**src/rtl/edge_monitor.sv**
```systemverilog
`default_nettype none
// +--------------------------------------------------------------------------+
// | edge_monitor: synchronizes and glitch-filters an async level, emitting a  |
// | clean level, rise/fall strobes, saturating edge and glitch counters.     |
// | Optional pulse-width measurement: define EDGE_MONITOR_PULSE_WIDTH_EN.     |
// | Revision: 1.0                                                            |
// +--------------------------------------------------------------------------+
module edge_monitor #(
    parameter int SYNC_STAGES = 2,
    parameter int FILTER_LEN  = 4,
    parameter int CNT_W       = 8,
    parameter int WIDTH_W     = 16
) (
    input  logic               clk,
    input  logic               reset,
    input  logic               in,
    input  logic               clr_counts,
    output logic               out,
    output logic               rise,
    output logic               fall,
    output logic [CNT_W-1:0]   edge_count,
    output logic [CNT_W-1:0]   glitch_count
`ifdef EDGE_MONITOR_PULSE_WIDTH_EN
    ,
    output logic [WIDTH_W-1:0] pulse_width,
    output logic               width_valid
`endif
);

    typedef enum logic [1:0] {
        S_LOW  = 2'd0,
        P_HIGH = 2'd1,
        S_HIGH = 2'd2,
        P_LOW  = 2'd3
    } state_t;

    localparam logic [3:0] c_run_last = 4'(FILTER_LEN - 1);
    localparam bit         c_single   = (FILTER_LEN == 1);

    if (SYNC_STAGES < 2 || SYNC_STAGES > 4) begin : g_bad_sync_stages
        $error("edge_monitor: SYNC_STAGES must be 2..4");
    end
    if (FILTER_LEN < 1 || FILTER_LEN > 15) begin : g_bad_filter_len
        $error("edge_monitor: FILTER_LEN must be 1..15");
    end
    if (CNT_W < 1 || WIDTH_W < 1) begin : g_bad_widths
        $error("edge_monitor: CNT_W and WIDTH_W must be positive");
    end

    logic [SYNC_STAGES-1:0] r_sync;
    logic                   w_s;
    state_t                 r_state;
    state_t                 w_state_next;
    logic [3:0]             r_run;
    logic [3:0]             w_run_next;
    logic                   w_commit_rise;
    logic                   w_commit_fall;
    logic                   w_glitch;
    logic                   r_out;
    logic                   r_rise;
    logic                   r_fall;
    logic [CNT_W-1:0]       r_edge_count;
    logic [CNT_W-1:0]       r_glitch_count;

    always_ff @(posedge clk) begin
        if (reset) begin
            r_sync <= '0;
        end else begin
            r_sync <= {r_sync[SYNC_STAGES-2:0], in};
        end
    end

    assign w_s = r_sync[SYNC_STAGES-1];

    // The run counter holds how many samples of the pending level were seen.
    always_comb begin
        w_state_next  = r_state;
        w_run_next    = r_run;
        w_commit_rise = 1'b0;
        w_commit_fall = 1'b0;
        w_glitch      = 1'b0;
        case (r_state)
            S_LOW: begin
                if (w_s) begin
                    if (c_single) begin
                        w_state_next  = S_HIGH;
                        w_commit_rise = 1'b1;
                    end else begin
                        w_state_next = P_HIGH;
                        w_run_next   = 4'd1;
                    end
                end
            end
            P_HIGH: begin
                if (!w_s) begin
                    w_state_next = S_LOW;
                    w_run_next   = 4'd0;
                    w_glitch     = 1'b1;
                end else if (r_run == c_run_last) begin
                    w_state_next  = S_HIGH;
                    w_run_next    = 4'd0;
                    w_commit_rise = 1'b1;
                end else begin
                    w_run_next = r_run + 4'd1;
                end
            end
            S_HIGH: begin
                if (!w_s) begin
                    if (c_single) begin
                        w_state_next  = S_LOW;
                        w_commit_fall = 1'b1;
                    end else begin
                        w_state_next = P_LOW;
                        w_run_next   = 4'd1;
                    end
                end
            end
            P_LOW: begin
                if (w_s) begin
                    w_state_next = S_HIGH;
                    w_run_next   = 4'd0;
                    w_glitch     = 1'b1;
                end else if (r_run == c_run_last) begin
                    w_state_next  = S_LOW;
                    w_run_next    = 4'd0;
                    w_commit_fall = 1'b1;
                end else begin
                    w_run_next = r_run + 4'd1;
                end
            end
            default: begin
                w_state_next = S_LOW;
                w_run_next   = 4'd0;
            end
        endcase
    end

    always_ff @(posedge clk) begin
        if (reset) begin
            r_state <= S_LOW;
            r_run   <= 4'd0;
            r_out   <= 1'b0;
            r_rise  <= 1'b0;
            r_fall  <= 1'b0;
        end else begin
            r_state <= w_state_next;
            r_run   <= w_run_next;
            r_rise  <= w_commit_rise;
            r_fall  <= w_commit_fall;
            if (w_commit_rise) begin
                r_out <= 1'b1;
            end else if (w_commit_fall) begin
                r_out <= 1'b0;
            end
        end
    end

    // Clear has priority over a same-cycle increment; both counters saturate.
    always_ff @(posedge clk) begin
        if (reset || clr_counts) begin
            r_edge_count   <= '0;
            r_glitch_count <= '0;
        end else begin
            if ((w_commit_rise || w_commit_fall) && !(&r_edge_count)) begin
                r_edge_count <= r_edge_count + 1'b1;
            end
            if (w_glitch && !(&r_glitch_count)) begin
                r_glitch_count <= r_glitch_count + 1'b1;
            end
        end
    end

    assign out          = r_out;
    assign rise         = r_rise;
    assign fall         = r_fall;
    assign edge_count   = r_edge_count;
    assign glitch_count = r_glitch_count;

`ifdef EDGE_MONITOR_PULSE_WIDTH_EN
    logic [WIDTH_W-1:0] r_hcnt;
    logic [WIDTH_W-1:0] r_pulse_width;
    logic               r_width_valid;

    // The fall commit captures the count before any further increment.
    always_ff @(posedge clk) begin
        if (reset) begin
            r_hcnt        <= '0;
            r_pulse_width <= '0;
            r_width_valid <= 1'b0;
        end else begin
            r_width_valid <= w_commit_fall;
            if (w_commit_fall) begin
                r_pulse_width <= r_hcnt;
            end
            if (w_commit_rise) begin
                r_hcnt <= WIDTH_W'(1);
            end else if ((r_state == S_HIGH || r_state == P_LOW) && !(&r_hcnt)) begin
                r_hcnt <= r_hcnt + 1'b1;
            end
        end
    end

    assign pulse_width = r_pulse_width;
    assign width_valid = r_width_valid;
`endif

endmodule
`default_nettype wire

```
**config.mk**
```make
export PLATFORM = sky130hd
export DESIGN_NAME = edge_monitor
export DESIGN_NICKNAME = d
export VERILOG_FILES = /design/src/rtl/edge_monitor.sv
export SDC_FILE = /design/constraint.sdc
export NUM_CORES = 1
export LEC_CHECK = 0
export ABC_AREA = 1
export BUFFER_PORTS_ARGS = -buffer_cell sky130_fd_sc_hd__buf_2
export CAP_MARGIN = 0
export CORE_MARGIN = 2
export CORE_UTILIZATION = 30
export DETAILED_ROUTE_END_ITERATION = 6
export GPL_TIMING_DRIVEN = 1
export RECOVER_POWER = 25
export SYNTH_ARGS = -nofsm -noshare
export SYNTH_HDL_FRONTEND = slang
export SYNTH_SLANG_ARGS = --single-unit
```
**constraint.sdc**
```tcl
create_clock -name clk -period 2.9 [get_ports clk]
set_input_delay 0.58 -clock clk [delete_from_list [all_inputs] [get_ports clk]]
set_output_delay 0.58 -clock clk [all_outputs]
set_load 0.02 [all_outputs]
```
==> results.md, run 1 <==
- TritonCTS clock tree: yes
- Clock Pin Slew Worst Setup and Hold Paths: 0.09 ns
- I/O Buffers: 22
- Fin. Hold Viols: 0
- Starting density of the core: 0.318
- CP Capture Type: flop
- Met2 wire length: 1210 um
- Initial DRC count: 61
- CTS Root Cell: clkbuf_8
- Dpl hpwl: 2200 um
- Row cnt: 24
- Most used DFF post-synth: dfxtp_1
- Setup TNS: 0 ns
- Final-layout fill cell count: 493
- Cts repair resizes: 0
- Worst min path class: reg -> reg
- DR pass1 iterations: 4
- Top-count cell post-synth: nand2_1
- Startpoint types: flop
- Crit-path max FO: 9
- Total gr overflow: 0
- Worst clock skew: 0.00557 ns
- RSZ-0062 raised after global routing: false
- # IOs: 23
- Wire per inst: 10.5 um
- Minimum clock period: 1.98 ns
- Post-synth cell types: 24
- Worst Min Path Start: r_sync[0]
- Final net count: 235
- Post-CTS setup buffers: 0
- Rel. slew slack: 0.502
- Final non-filler cell total: 279
- Routability cong.: 0.802
- Cell taking the most area after synthesis: dfxtp_1
- Hold-fix buffers, CTS: 0
- Largest net degree at the start of global routing: 16
- Clk_lat worst skew: 0.28 ns
- Share of layout cells above drive strength 1: 0.163
- Switching pwr: 138 uW
- Vias after detailed routing: 1301
- Max cap viols: 0
- Worst Path Required: 3.08 ns
- Fmax: 505 MHz
- Register area share after synthesis: 0.383
- Syn-to-layout area delta: 13.0%
- Critical path launch point: r_run[0]
- Post-Place Cell Area: 0.00158 mm^2
- Main combinational cell family by area after synthesis: simple AND/OR/NAND/NOR gates
- Die Wd: 72.6 um
- Most frequent cells after synthesis: nand2_1, nor2_1, dfxtp_1
- Post-synthesis simple-gate area fraction: 0.425
- Post-Syn Nets: 209
- Met3 Wirelength: 155 um
- Sequential power share: 0.611
- CTS buffer count: 3
- # placed instances: 275
- PwrDens: 385 mW/mm^2
- # DRC: 0
- CTS sink cnt: 27
- Syn_area_per_cell: 6.99 um^2
- Post-Layout Inst Area: 0.00160 mm^2
- Pint: 476 uW
- Critical path class: reg -> reg
- Status: complete, no violations
- FF+latch count, synth: 27
- FFs w/ async S/R, synth: 0
- Worst-Margin Slew: 0.745 ns
- Vias per cell: 4.66
- Share of the synthesized area in the top cell type: 0.383
- Max VDD drop: 240 uV
- Final ANT Viol Nets: 0
- Synth area leaders: dfxtp_1, nand2_1, nor2_1
- Yosys warns: 0
- Net Sw Frac: 0.225
- Clk pwr share: 0.352
- Die height: 72.6 um
- Slew Viols, Final: 0
- Met1 wire length: 1510 um
- Synthesized instance count: 202
- Core area: 0.00444 mm^2
- Full die area: 0.00527 mm^2
- Initial antenna violation count: 0
- CTS H-Tree Depth: 1
- First-pass GRT wire length: 5030 um
- Post-Syn Area: 0.00141 mm^2
- Vias in the first global route: 1086
- Gate power share: 0.037
- Mux share of post-synthesis cell area: 0
- # diodes: 0
- Worst r2r src: r_run[0]
- Total GRT Usage: 0.120
- Crit path arrival time: 2.16 ns
- Worst reg2reg setup slack: 0.92 ns
- Tcrit/Tclk final: 0.682
- Final Power: 615 uW
- Final wirelength: 2940 um
- Highest Signal Layer: met4
- EDFF count, synth: 0
- Final setup violation count: 0
- Post-Synth Adder-Cell Area: 0.0266
- Compound-gate portion of the synthesized area: 0.0638
- Lkg Pwr: 0.677 nW
- Synth Area in XOR/XNOR: 0.0310
- Max Buffers Root-to-Sink: 2
-- metal layers --
metal	vias up	track usage
li1	691	-
met1	570	0.177
met2	35	0.171
met3	5	0.0180
met4	0	0.0556
met5	-	0
-- final cells by class --
class	instances	area, um^2	share of cell area
tap	52	65.1	0.0408
multi-input combinational	149	739	0.464
clock inverter	1	5.00	0.00314
sequential	27	541	0.339
inverter	25	96.3	0.0604
timing repair buffer	22	108	0.0675
clock buffer	3	41.3	0.0259
-- critical path: stages (launching register included) --
cell,delay [ns]
dfxtp_1,0.40
ha_1,0.25
nand3_1,0.20
nor2_1,0.62
nand2_2,0.19
o21ai_1,0.17
nor2_1,0.05
-- power by group through the flow --
stage / logic [mW] / clock network [mW] / registers (mW)
after floorplan: 0.0176 / 0 / 0.384
after global placement: 0.0241 / 0 / 0.385
after detailed placement: 0.0243 / 0 / 0.385
after CTS: 0.0244 / 0.227 / 0.376
after global routing: 0.0256 / 0.242 / 0.377
final: 0.0226 / 0.216 / 0.376
-- stage by stage --
stage	hold WS, ns	setup slack (ns)	util
after floorplan	0.388	1.52	-
after global placement	0.392	1.19	0.356
after detailed placement	0.399	1.09	0.356
after CTS	0.412	1.35	0.367
after global routing	0.454	0.828	0.359
final	0.407	0.921	0.359
-- worst paths after layout --
kind	to	cells after the start
setup / recovery	edge_count[1]	6
hold / removal	r_sync[1]	2
setup reg to reg	edge_count[1]	6
hold reg to reg	r_sync[1]	2
-- registers in the layout (all words and copies together), names as in the netlist, named ones only --
register / count
glitch_count: 8
r_state: 1
out: 1
rise: 1
r_sync: 2
r_run: 4
edge_count: 8
fall: 1
-- cell usage in the layout, fill, tap and decap left out --
master,synthesis,layout
nor2_8,2,1
nand3b_1,1,1
a211oi_1,1,1
nor2_4,1,1
clkbuf_8,0,3
o21a_1,1,1
nand2_1,56,58
nand2_2,5,4
nand4_1,4,4
nor3_1,3,3
xor2_1,3,3
nor2_1,29,30
clkbuf_1,1,2
a21oi_1,11,11
nand2_4,2,1
inv_1,24,24
nand3_1,15,16
o21ai_0,3,3
clkinv_2,0,1
inv_4,1,1
xnor2_1,2,2
nor2_2,2,2
nand3_2,4,3
ha_1,3,3
buf_2,0,20
o21ai_1,1,1
dfxtp_1,27,27
-- cells by family after synthesis --
family / after synthesis
adder cells (fa/ha/maj): 3
AND/OR/NAND/NOR: 124
buffers and inverters: 26
XOR/XNOR: 5
flip-flops: 27
AO/OA/AOI/OAI: 17
Power figures use the tool's default switching activity.
==> run 2: changes to the inputs <==
==> constraint.sdc (replaced) <==
create_clock -name clk -period 1.81 [get_ports clk]
set_input_delay 0.362 -clock clk [delete_from_list [all_inputs] [get_ports clk]]
set_output_delay 0.362 -clock clk [all_outputs]
set_load 0.02 [all_outputs]
==> results.md, run 2 (synthesis results as in run 1) <==
- Cts repair resizes: 0
- I/O Buffers: 22
- # IOs: 23
- Final net count: 236
- Final ANT Viol Nets: 0
- Full die area: 0.00527 mm^2
- Vias per cell: 4.42
- DR pass1 iterations: 4
- CTS Root Cell: clkbuf_8
- Status: complete, no violations
- Max VDD drop: 323 uV
- Startpoint types: flop
- Vias in the first global route: 1149
- CP max-delay cell: dfxtp_1
- Dpl hpwl: 2130 um
- Critical path class: reg -> reg
- Vias after detailed routing: 1237
- Worst clock skew: 0.00226 ns
- CTS sink cnt: 27
- RSZ-0062 raised after global routing: false
- CP max stage delay: 0.38 ns
- Fin util: 0.364
- Leading cell type in the layout, fill and taps excluded: nand2_1
- Minimum clock period: 1.50 ns
- Crit path arrival time: 1.68 ns
- Lkg Pwr: 0.695 nW
- CP cell instances: ha_1 > nand3_1 > nor2_8 > nand2_2 > o21ai_1 > nor2_1
- Core area: 0.00444 mm^2
- Clock Pin Slew Worst Setup and Hold Paths: 0.09 ns
- Row cnt: 24
- Syn-to-layout area delta: 14.6%
- Max cap viols: 0
- Final wirelength: 2870 um
- Worst min path class: in -> reg
- Worst-Margin Slew: 0.559 ns
- Initial antenna violation count: 0
- Tcrit/Tclk final: 0.828
- Worst Path Buf+Inv: 0
- Worst Path Required: 1.99 ns
- Rel. slew slack: 0.627
- Wire per inst: 10.3 um
- Hold-fix buffers, CTS: 0
- CP Capture Type: flop
- # diodes: 0
- Crit-path max FO: 9
- CTS buffer count: 3
- First-pass GRT wire length: 5090 um
- Largest net degree at the start of global routing: 16
- Fmax: 668 MHz
- # DRC: 0
- Setup TNS: 0 ns
- Delay-heaviest family, CP: simple AND/OR/NAND/NOR gates
- PwrDens: 611 mW/mm^2
- Slew Viols, Final: 0
- Max Buffers Root-to-Sink: 2
- Clk_lat worst skew: 0.27 ns
- Starting density of the core: 0.318
- Routability cong.: 0.767
- Total GRT Usage: 0.120
- Fin. Hold Viols: 0
- Post-CTS setup buffers: 0
- Final setup violation count: 0
- Total gr overflow: 0
- Highest-count cells in the layout ignoring fill and taps: nand2_1, nor2_1, dfxtp_1
- Die height: 72.6 um
- Die Wd: 72.6 um
- Share of layout cells above drive strength 1: 0.162
- TritonCTS clock tree: yes
- Initial DRC count: 57
- CTS H-Tree Depth: 1
run 2: cell types whose count changed in the layout (fill, tap and decap cells not counted):
cell,change
buf_2,-3
nor2_1,-1
nand2_1,-1
nand2_2,+1
buf_4,+1
nor2_8,+1
clkbuf_1,+3
run 2: per-layer routing:
layer  routed length [um]  vias up  global-route usage
met2                 1180       22               0.174
met1                 1540      526               0.175
met3                  119        4              0.0304
met5                    0        -                   0
li1                     -      685                   -
met4                   34        0              0.0370
run 2: path summary, 6_finish.rpt:
check	start	slack [ns]	to	cells after the start
worst max-delay path	r_run[0]	0.31	edge_count[1]	6
worst min-delay path	in	0.29	r_sync[0]	3
worst max register to register	r_run[0]	0.31	edge_count[1]	6
worst min register to register	r_sync[0]	0.40	r_sync[1]	2
run 2: final cells by class:
| type | instances | area [um^2] |
|---|---|---|
| multi-input cells | 149 | 758 |
| inverters | 25 | 96.3 |
| clock inverters | 1 | 5.00 |
| clock buffers | 3 | 41.3 |
| well taps | 52 | 65.1 |
| repair buffers | 23 | 111 |
| fillers | 493 | 2830 |
| flip-flops and latches | 27 | 541 |
run 2: worst reg2reg max path, delay by kind of cell (launching register included):
kind                       cells  cell delay (ns)
adders and majority gates      1             0.22
AOI/OAI and AO/OA              1             0.13
and+or+nand+nor                4             0.68
DFF                            1             0.38
run 2: power breakdown:
group / leakage, nW / internal, mW / switching, mW
Clock: 0.0255 / 0.154 / 0.192
Combinational: 0.452 / 0.0123 / 0.0278
Sequential: 0.218 / 0.598 / 0.00420
run 2: through the flow:
stage	std cells	worst slack, ns	power [mW]	instance area (um^2)	hold WS, ns
6_report	280	0.312	0.988	1620	0.288
2_1_floorplan	202	0.429	0.644	1410	0.388
3_3_place_gp	276	0.431	0.658	1590	0.391
3_5_place_dp	276	0.405	0.658	1590	0.393
4_1_cts	280	0.377	1.01	1640	0.282
5_1_grt	280	0.187	1.04	1620	0.282
==> run 3: changes to the inputs <==
==> constraint.sdc (replaced) <==
create_clock -name clk -period 1.6 [get_ports clk]
set_input_delay 0.32 -clock clk [delete_from_list [all_inputs] [get_ports clk]]
set_output_delay 0.32 -clock clk [all_outputs]
set_load 0.02 [all_outputs]
==> results.md, run 3 (synthesis results as in run 1) <==
- Status: complete, no violations
- Setup TNS: 0 ns
- Final-layout fill cell count: 501
- CP max stage delay: 0.37 ns
- Max cap viols: 0
- Final wirelength: 2840 um
- Lkg Pwr: 0.680 nW
- Slew Viols, Final: 0
- Crit path arrival time: 1.63 ns
- Final Power: 1.12 mW
- Initial antenna violation count: 0
- First-pass GRT wire length: 5200 um
- Total GRT Usage: 0.124
- Full die area: 0.00527 mm^2
- Post-Place Cell Area: 0.00159 mm^2
- Highest-count cells in the layout ignoring fill and taps: nand2_1, nor2_1, dfxtp_1
- # DRC: 0
- Clock Pin Slew Worst Setup and Hold Paths: 0.09 ns
- Largest net degree at the start of global routing: 15
- Rel. slew slack: 0.643
- Final ANT Viol Nets: 0
- Fmax: 702 MHz
- Fin. Hold Viols: 0
- Post-CTS setup buffers: 0
- PnR worst setup slack: 0.176 ns
- RSZ-0062 raised after global routing: false
- Startpoint types: flop
- CTS sink cnt: 27
- Max Buffers Root-to-Sink: 2
- Min Hold Slack: 0.247 ns
- Worst clock skew: 0.00217 ns
- CTS H-Tree Depth: 1
- Clk_lat worst skew: 0.27 ns
- Vias in the first global route: 1163
- CTS buffer count: 3
- CP most frequent cell: inv_1
- I/O Buffers: 22
- Vias per cell: 4.55
- Worst min path class: in -> reg
- # IOs: 23
- CTS Root Cell: clkbuf_8
- Die height: 72.6 um
- Leading cell type in the layout, fill and taps excluded: nand2_1
- CP max-delay cell: dfxtp_1
- Worst-Margin Slew: 0.535 ns
- Critical path class: reg -> reg
- Share of layout cells above drive strength 1: 0.154
- Dpl hpwl: 2160 um
- DP Worst Slack: 0.192 ns
- Routability cong.: 0.766
- Initial DRC count: 78
- Crit-path max FO: 7
- Row cnt: 24
- Final setup violation count: 0
- TritonCTS clock tree: yes
- Multi-input gate area: 776 um^2
- Core area: 0.00444 mm^2
- Vias after detailed routing: 1275
- # diodes: 0
- CP Capture Type: flop
- Max VDD drop: 265 uV
- Post-Layout Inst Area: 0.00163 mm^2
- Syn-to-layout area delta: 15.5%
- CP cell instances: ha_1 > nand3_1 > inv_1 > nand2_2 > inv_1 > nor2_4 > nand2_1 > a21oi_1
- Total gr overflow: 0
- Die Wd: 72.6 um
- Starting density of the core: 0.318
- Wire per inst: 10.2 um
- Minimum clock period: 1.42 ns
- DR pass1 iterations: 4
- Final net count: 236
- Register area: 541 um^2
- PwrDens: 685 mW/mm^2
- Tcrit/Tclk final: 0.890
- Worst Path Required: 1.81 ns
## run 3: cell count changes in the layout (fill, tap and decap cells not counted)
| cell | before | now |
|---|---|---|
| nor2_2 | 2 | 1 |
| clkbuf_1 | 5 | 9 |
| nor2_4 | 1 | 2 |
| buf_2 | 17 | 14 |
| clkinv_2 | 1 | 0 |
| nand2_1 | 57 | 56 |
| nand3_1 | 16 | 15 |
| nand2_4 | 1 | 2 |
| nand3_2 | 3 | 4 |
## run 3: layout make-up
cell class                 instances  area share
clock buffer                       4      0.0276
inverter                          25      0.0591
multi-input combinational        149       0.476
sequential                        27       0.332
tap                               52      0.0399
timing repair buffer              23      0.0660
## run 3: report_power, final
| group | leakage (nW) | switching (mW) | total (mW) | internal, mW |
|---|---|---|---|---|
| clock | 0.0228 | 0.211 | 0.390 | 0.178 |
| sequential | 0.218 | 0.00478 | 0.681 | 0.677 |
| combinational | 0.439 | 0.0316 | 0.0459 | 0.0143 |
| total | 0.680 | 0.248 | 1.12 | 0.869 |
## run 3: path summary, 6_finish.rpt
kind	slack, ns	from	endpoint	depth (start not counted)
worst max-delay path	0.18	edge_count[0]	edge_count[7]	8
worst min-delay path	0.25	in	r_sync[0]	3
worst max register to register	0.18	edge_count[0]	edge_count[7]	8
worst min register to register	0.40	r_sync[0]	r_sync[1]	2
## run 3: metal layers
metal / vias up / global-route usage / part of all wire
met4: 0 / 0.0494 / 0.018
met3: 4 / 0.0262 / 0.041
met1: 557 / 0.183 / 0.53
met2: 25 / 0.176 / 0.41
met5: - / 0 / 0
li1: 689 / - / -
## run 3: critical path: cells and delay by family (launching register included)
| kind | cells | cell delay (ns) |
|---|---|---|
| adders and majority gates | 1 | 0.26 |
| DFF | 1 | 0.37 |
| AOI/OAI and AO/OA | 1 | 0.12 |
| buffers and inverters | 2 | 0.16 |
| and+or+nand+nor | 4 | 0.47 |
## run 3: what timing repair did
item | 4_1_cts | 5_1_grt
setup endpoints to repair | 0 | 1
resized for setup | 0 | 1
hold buffers | 0 | 0
## run 3: stage by stage
| stage | std cells | utilization |
|---|---|---|
| after global placement | 276 | 0.358 |
| after floorplan | 202 | - |
| after global routing | 280 | 0.367 |
| after CTS | 280 | 0.368 |
| final | 280 | 0.367 |
| after detailed placement | 276 | 0.358 |
